==> config.mk <==
export PLATFORM = sky130hd
export DESIGN_NAME = vram_console_writer
export DESIGN_NICKNAME = d
export VERILOG_FILES = /design/src/rtl/vram_console_writer_pkg.sv /design/src/rtl/vram_console_writer_addr_calc.sv /design/src/rtl/vram_console_writer.sv
export SDC_FILE = /design/constraint.sdc
export NUM_CORES = 1
export LEC_CHECK = 0
export CORE_MARGIN = 2
export CORE_UTILIZATION = 50
export DETAILED_ROUTE_END_ITERATION = 8
export PLACE_DENSITY = 0.81
export SLEW_MARGIN = 20
export SYNTH_ARGS = -nofsm -noshare
export SYNTH_HDL_FRONTEND = slang
export SYNTH_SLANG_ARGS = --single-unit
==> constraint.sdc <==
create_clock -name clk_pxl -period 6.6 [get_ports clk_pxl]
set_clock_uncertainty 0.15 [all_clocks]
set_input_delay 1.98 -clock clk_pxl [delete_from_list [all_inputs] [get_ports clk_pxl]]
set_output_delay 1.98 -clock clk_pxl [all_outputs]
set_load 0.01 [all_outputs]
==> src/rtl/vram_console_writer_pkg.sv <==
// Shared types and constants for the text-console video RAM writer.
package vram_console_writer_pkg;

    // Video RAM address width
    localparam int unsigned ADDR_W = 11;

    // Default console geometry and blank character
    localparam int unsigned COLS_DEF = 80;
    localparam int unsigned ROWS_DEF = 25;
    localparam logic [7:0]  FILL_DEF = 8'h20;

    // Control codes
    localparam logic [7:0] CH_BS = 8'h08;
    localparam logic [7:0] CH_LF = 8'h0A;
    localparam logic [7:0] CH_FF = 8'h0C;
    localparam logic [7:0] CH_CR = 8'h0D;

    typedef enum logic [2:0] {
        StIdle,
        StPut,
        StScroll,
        StClrLine,
        StClrAll
    } state_t;

endpackage

==> src/rtl/vram_console_writer_addr_calc.sv <==
// Linear cursor address: row*COLS + col, built from shifted copies of row.
module vram_addr_calc
    import vram_console_writer_pkg::*;
#(
    parameter int unsigned COLS = COLS_DEF
) (
    input  logic [4:0]        row,
    input  logic [6:0]        col,
    output logic [ADDR_W-1:0] addr
);

    // Shift-add multiply by the constant COLS; unused terms fold away
    always_comb begin
        addr = ADDR_W'(col);
        for (int i = 0; i < ADDR_W; i++) begin
            if (COLS[i]) begin
                addr = addr + (ADDR_W'(row) << i);
            end
        end
    end

endmodule

==> src/rtl/vram_console_writer.sv <==
// Character stream to text-mode video RAM writer with cursor, scroll and clear.
module vram_console_writer
    import vram_console_writer_pkg::*;
#(
    parameter int unsigned COLS = COLS_DEF,
    parameter int unsigned ROWS = ROWS_DEF,
    parameter logic [7:0]  FILL = FILL_DEF
) (
    input  logic              clk_pxl,
    input  logic              rst,
    input  logic              ch_valid,
    input  logic [7:0]        ch_data,
    output logic              ch_ready,
    output logic              wr_ram_en,
    output logic [ADDR_W-1:0] wr_ram_a,
    output logic [7:0]        wr_ram_do,
    output logic [ADDR_W-1:0] rd_ram_a,
    input  logic [7:0]        rd_ram_di,
    output logic [6:0]        cursor_col,
    output logic [4:0]        cursor_row,
    output logic              busy
);

    localparam logic [ADDR_W-1:0] SCROLL_WORDS = ADDR_W'((ROWS - 1) * COLS);
    localparam logic [ADDR_W-1:0] TOTAL_WORDS  = ADDR_W'(ROWS * COLS);
    localparam logic [ADDR_W-1:0] COLS_A       = ADDR_W'(COLS);
    localparam logic [6:0]        LAST_COL     = 7'(COLS - 1);
    localparam logic [4:0]        LAST_ROW     = 5'(ROWS - 1);

    state_t              state_q, state_d;
    logic [6:0]          col_q, col_d;
    logic [4:0]          row_q, row_d;
    logic [ADDR_W-1:0]   cnt_q, cnt_d;
    logic [7:0]          ch_q, ch_d;
    logic [ADDR_W-1:0]   cur_addr;
    logic                wr_en;
    logic [ADDR_W-1:0]   wr_a;
    logic [7:0]          wr_do;
    logic [ADDR_W-1:0]   rd_a;

    vram_addr_calc #(
        .COLS (COLS)
    ) u_addr_calc (
        .row  (row_q),
        .col  (col_q),
        .addr (cur_addr)
    );

    // Next-state, cursor update and RAM port control
    always_comb begin
        state_d = state_q;
        col_d   = col_q;
        row_d   = row_q;
        cnt_d   = cnt_q;
        ch_d    = ch_q;
        wr_en   = 1'b0;
        wr_a    = '0;
        wr_do   = '0;
        rd_a    = '0;

        unique case (state_q)
            StIdle: begin
                if (ch_valid) begin
                    case (ch_data)
                        CH_CR: col_d = '0;
                        CH_LF: begin
                            if (row_q < LAST_ROW) begin
                                row_d = row_q + 5'd1;
                            end else begin
                                state_d = StScroll;
                                cnt_d   = '0;
                            end
                        end
                        CH_BS: begin
                            if (col_q != '0) col_d = col_q - 7'd1;
                        end
                        CH_FF: begin
                            state_d = StClrAll;
                            cnt_d   = '0;
                        end
                        default: begin
                            ch_d    = ch_data;
                            state_d = StPut;
                        end
                    endcase
                end
            end

            StPut: begin
                wr_en = 1'b1;
                wr_a  = cur_addr;
                wr_do = ch_q;
                if (col_q < LAST_COL) begin
                    col_d   = col_q + 7'd1;
                    state_d = StIdle;
                end else begin
                    col_d = '0;
                    if (row_q < LAST_ROW) begin
                        row_d   = row_q + 5'd1;
                        state_d = StIdle;
                    end else begin
                        state_d = StScroll;
                        cnt_d   = '0;
                    end
                end
            end

            // cnt is the read index; the write trails it by one cycle
            StScroll: begin
                if (cnt_q < SCROLL_WORDS) rd_a = cnt_q + COLS_A;
                if (cnt_q != '0) begin
                    wr_en = 1'b1;
                    wr_a  = cnt_q - ADDR_W'(1);
                    wr_do = rd_ram_di;
                end
                if (cnt_q == SCROLL_WORDS) begin
                    state_d = StClrLine;
                    cnt_d   = '0;
                end else begin
                    cnt_d = cnt_q + ADDR_W'(1);
                end
            end

            StClrLine: begin
                wr_en = 1'b1;
                wr_a  = SCROLL_WORDS + cnt_q;
                wr_do = FILL;
                if (cnt_q == COLS_A - ADDR_W'(1)) begin
                    state_d = StIdle;
                end else begin
                    cnt_d = cnt_q + ADDR_W'(1);
                end
            end

            StClrAll: begin
                wr_en = 1'b1;
                wr_a  = cnt_q;
                wr_do = FILL;
                if (cnt_q == TOTAL_WORDS - ADDR_W'(1)) begin
                    state_d = StIdle;
                    row_d   = '0;
                    col_d   = '0;
                end else begin
                    cnt_d = cnt_q + ADDR_W'(1);
                end
            end

            default: state_d = StIdle;
        endcase
    end

    // State and cursor registers with synchronous reset
    always_ff @(posedge clk_pxl) begin
        if (rst) begin
            state_q <= StIdle;
            col_q   <= '0;
            row_q   <= '0;
            cnt_q   <= '0;
            ch_q    <= '0;
        end else begin
            state_q <= state_d;
            col_q   <= col_d;
            row_q   <= row_d;
            cnt_q   <= cnt_d;
            ch_q    <= ch_d;
        end
    end

    // Reset masks the strobes in the same cycle so an abort never writes again
    always_comb begin
        ch_ready   = (state_q == StIdle) && !rst;
        wr_ram_en  = wr_en && !rst;
        wr_ram_a   = wr_a;
        wr_ram_do  = wr_do;
        rd_ram_a   = rst ? '0 : rd_a;
        cursor_col = col_q;
        cursor_row = row_q;
        busy       = (state_q != StIdle);
    end

endmodule

==> out/qor.csv <==
metric,value,unit
Final Wtd Congestion,0.974,
count of buffers added by post-CTS timing repair for setup,0,
leakage,0.00150,uW
initial antenna violation count,0,
router iterations before antenna repair,6,
largest net degree at the start of global routing,33,
DRC,0,
end of the critical path,rd_ram_a[7],
Post-Route WL,11000,um
area fraction in compound gates after synthesis,35.1,%
count of port buffers added during placement,63,
Register-to-Register Path Depth,5,
total number of H-tree levels,2,
number of hold violations in the final report,0,
Critical R2R Capture,cnt_q[9],
share of synthesized flip-flops with an asynchronous set or reset,0,%
die width,86.5,um
vias in the first global route,3561,
beginning of the critical path,rst,
max cap viols,0,
Final Core Density,61.6,%
sequential element share of the synthesized area,20.0,%
Hold Crit Class,register to register,
largest family of logic cells by synthesized area,compound AO/OA/AOI/OAI gates,
number of nets produced by synthesis,493,
maximum clock frequency,164,MHz
setup_tns,0,ns
setup slack of the worst register-to-register path,3.25,ns
total vias in the final route,3950,
hold bufs inserted after CTS,0,
initial standard-cell utilization of the core,50.9,%
Ys Warns,0,
area share of and/or/nand/nor cells after synthesis,24.7,%
"Clk Latency, worst-skew pair",0.29,ns
Post-Synthesis Mean Instance Area,7.51,sq um
Worst Setup End Kind,output pin,
transition time at the pin with the least slew margin,1.01,ns
power per standard cell area,131,nW/um^2
worst reg2reg startpoint,state_q[2],
Worst Path Arrival,3.95,ns
Total GRT Usage,29.4,%
"commonest non-fill, non-tap cell in the layout",clkdlybuf4s50_1,
tightest slew margin relative to the limit,32.3,%
Die H,86.5,um
initial drt markers,436,
critical path class,primary input to output pin,
xor and xnor fraction of the mapped netlist area,2.58,%
"Remaining Overflow, GRT",0,
vias per cell,6.88,
count of antenna diodes in the layout,0,
CTS tree,built,
number of unique standard cell types used by synthesis,81,
most used cells in the layout excluding fill and tap cells,"clkdlybuf4s50_1, nor2_1, dfxtp_1, a21oi_1",
max-slew violation count,0,
Post-DP HPWL,7890,um
critical path data required time,4.47,ns
num ports,64,
antenna violation net count after detailed routing,0,
type of element launching the critical path,primary input,
Final setup viols,0,
floorplan row count,30,
CTS clock-pin slew for the worst setup and hold paths,0.07,ns
total number of nets in the final design,533,
TritonCTS Sinks,34,
Peak supply drop,0.0984,mV
fin crit period,6.08,ns
crit path max fanout,11,
multiplexer share of the synthesized area,2.10,%
RSZ-0062 raised after global routing,no,
number of synthesized register bits,34,
layout overhead on the synthesized area,21.0,%
post-detailed-route wirelength per cell,19.1,um
mapped cell area,3400,sq um
outcome,"complete, no violations",
clock root buffer master,clkbuf_8,
area enclosed by the die boundary,7480,sq um
buffer levels on the longest clock path,2,
fraction of layout instances using a drive strength above 1,6.88,%
global-route wire length before repair,17900,um
core area,6680,sq um
Post-synth EDFFs,0,
number of buffers added by the clock tree synthesis step,5,
adder-cell share of the synthesized area,8.17,%
share of the clock period used by the worst path after layout,92.1,%
number of cells produced by synthesis,453,
Resized Gates After CTS,0,
prevailing post-synth register cell,dfxtp_1,
-- worst max-delay path, cell delays in order --
cell,delay [ns]
clkdlybuf4s50_1,0.43
clkinv_1,0.22
nand4_1,0.47
a21oi_1,0.28
clkdlybuf4s50_1,0.56
-- report_power, final --
group	total (uW)	internal, uW	switching, uW
combinational	142	56.2	85.8
sequential	235	215	19.6
clock	164	84.2	80.1
-- synthesized netlist by cell type, types with 3 or more instances --
| cell | n | area share, % |
|---|---|---|
| dfxtp_1 | 34 | 20 |
| nor2_1 | 34 | 3.8 |
| a21oi_1 | 33 | 4.9 |
| inv_1 | 28 | 3.1 |
| nand2_1 | 28 | 3.1 |
| o21ai_0 | 27 | 4.0 |
| clkbuf_1 | 26 | 2.9 |
| nand3_1 | 23 | 3.4 |
| ha_1 | 19 | 7.0 |
| nor3_1 | 17 | 2.5 |
| o211ai_1 | 14 | 3.1 |
| nand4_1 | 10 | 1.8 |
| o221ai_1 | 10 | 2.6 |
| a22o_1 | 8 | 2.1 |
| a211oi_1 | 7 | 1.5 |
| mux2i_1 | 6 | 1.8 |
| nor4_1 | 6 | 1.1 |
| a31oi_1 | 5 | 0.92 |
| xnor2_1 | 5 | 1.3 |
| xor2_1 | 5 | 1.3 |
| a21o_1 | 4 | 0.88 |
| and2_1 | 4 | 0.74 |
| buf_2 | 4 | 0.59 |
| nand2b_1 | 4 | 0.74 |
| o221a_2 | 4 | 1.3 |
| o311ai_0 | 4 | 1.0 |
| or2_2 | 4 | 0.74 |
| or3_1 | 4 | 0.74 |
| a2111oi_0 | 3 | 0.77 |
| a22oi_1 | 3 | 0.66 |
| and3_1 | 3 | 0.55 |
| and4_1 | 3 | 0.77 |
-- sequential cells by signal (all words and copies together) (netlist names) --
register,cells
cursor_col,7
ch_q,8
cnt_q,11
state_q,3
cursor_row,5
-- kinds of logic after synthesis --
group	count (synthesis)
simple gates	158
fa+ha+maj	21
buf+inv	63
mux	7
xor+xnor	10
compound gates	160
flops	34
-- layer usage --
| metal | share of wire [%] | routed length (um) | global-route usage, % |
|---|---|---|---|
| met3 | 9.6 | 1060 | 4.38 |
| met2 | 46 | 5070 | 45.4 |
| met1 | 41 | 4540 | 41.4 |
| met4 | 2.9 | 314 | 10.7 |
| met5 | 0 | 0 | 0 |
-- worst min-delay path by stage --
stage | from | to | slack, ns | cells past startpoint
2_1_floorplan | ch_q[6] | ch_q[6] | 0.29 | 2
5_1_grt | ch_q[7] | ch_q[7] | 0.35 | 2
6_report | ch_q[7] | ch_q[7] | 0.32 | 2
3_5_place_dp | ch_q[7] | ch_q[7] | 0.30 | 2
4_1_cts | ch_q[7] | ch_q[7] | 0.32 | 2
3_3_place_gp | ch_q[6] | ch_q[6] | 0.30 | 2
-- per-stage QoR --
step | power [uW] | hold WS, ns | area, sq um | instances | setup slack (ns)
after floorplan | 328 | 0.287 | 3400 | 453 | 1.80
after global placement | 373 | 0.299 | 4020 | 566 | 0.619
after detailed placement | 376 | 0.305 | 4020 | 566 | 0.567
after CTS | 538 | 0.315 | 4110 | 574 | 0.540
after global routing | 564 | 0.350 | 4120 | 574 | 0.369
final | 541 | 0.316 | 4120 | 574 | 0.520
-- area by class of cell --
type                            instances  area [sq um]
Tap cell                               80           100
Fill cell                             621          2570
Timing Repair Buffer                   67           661
Sequential cell                        34           681
Clock buffer                            7          86.3
Clock inverter                          1          5.00
Inverter                               29           109
Multi-Input combinational cell        356          2470
(Power assumes the default switching activity.)
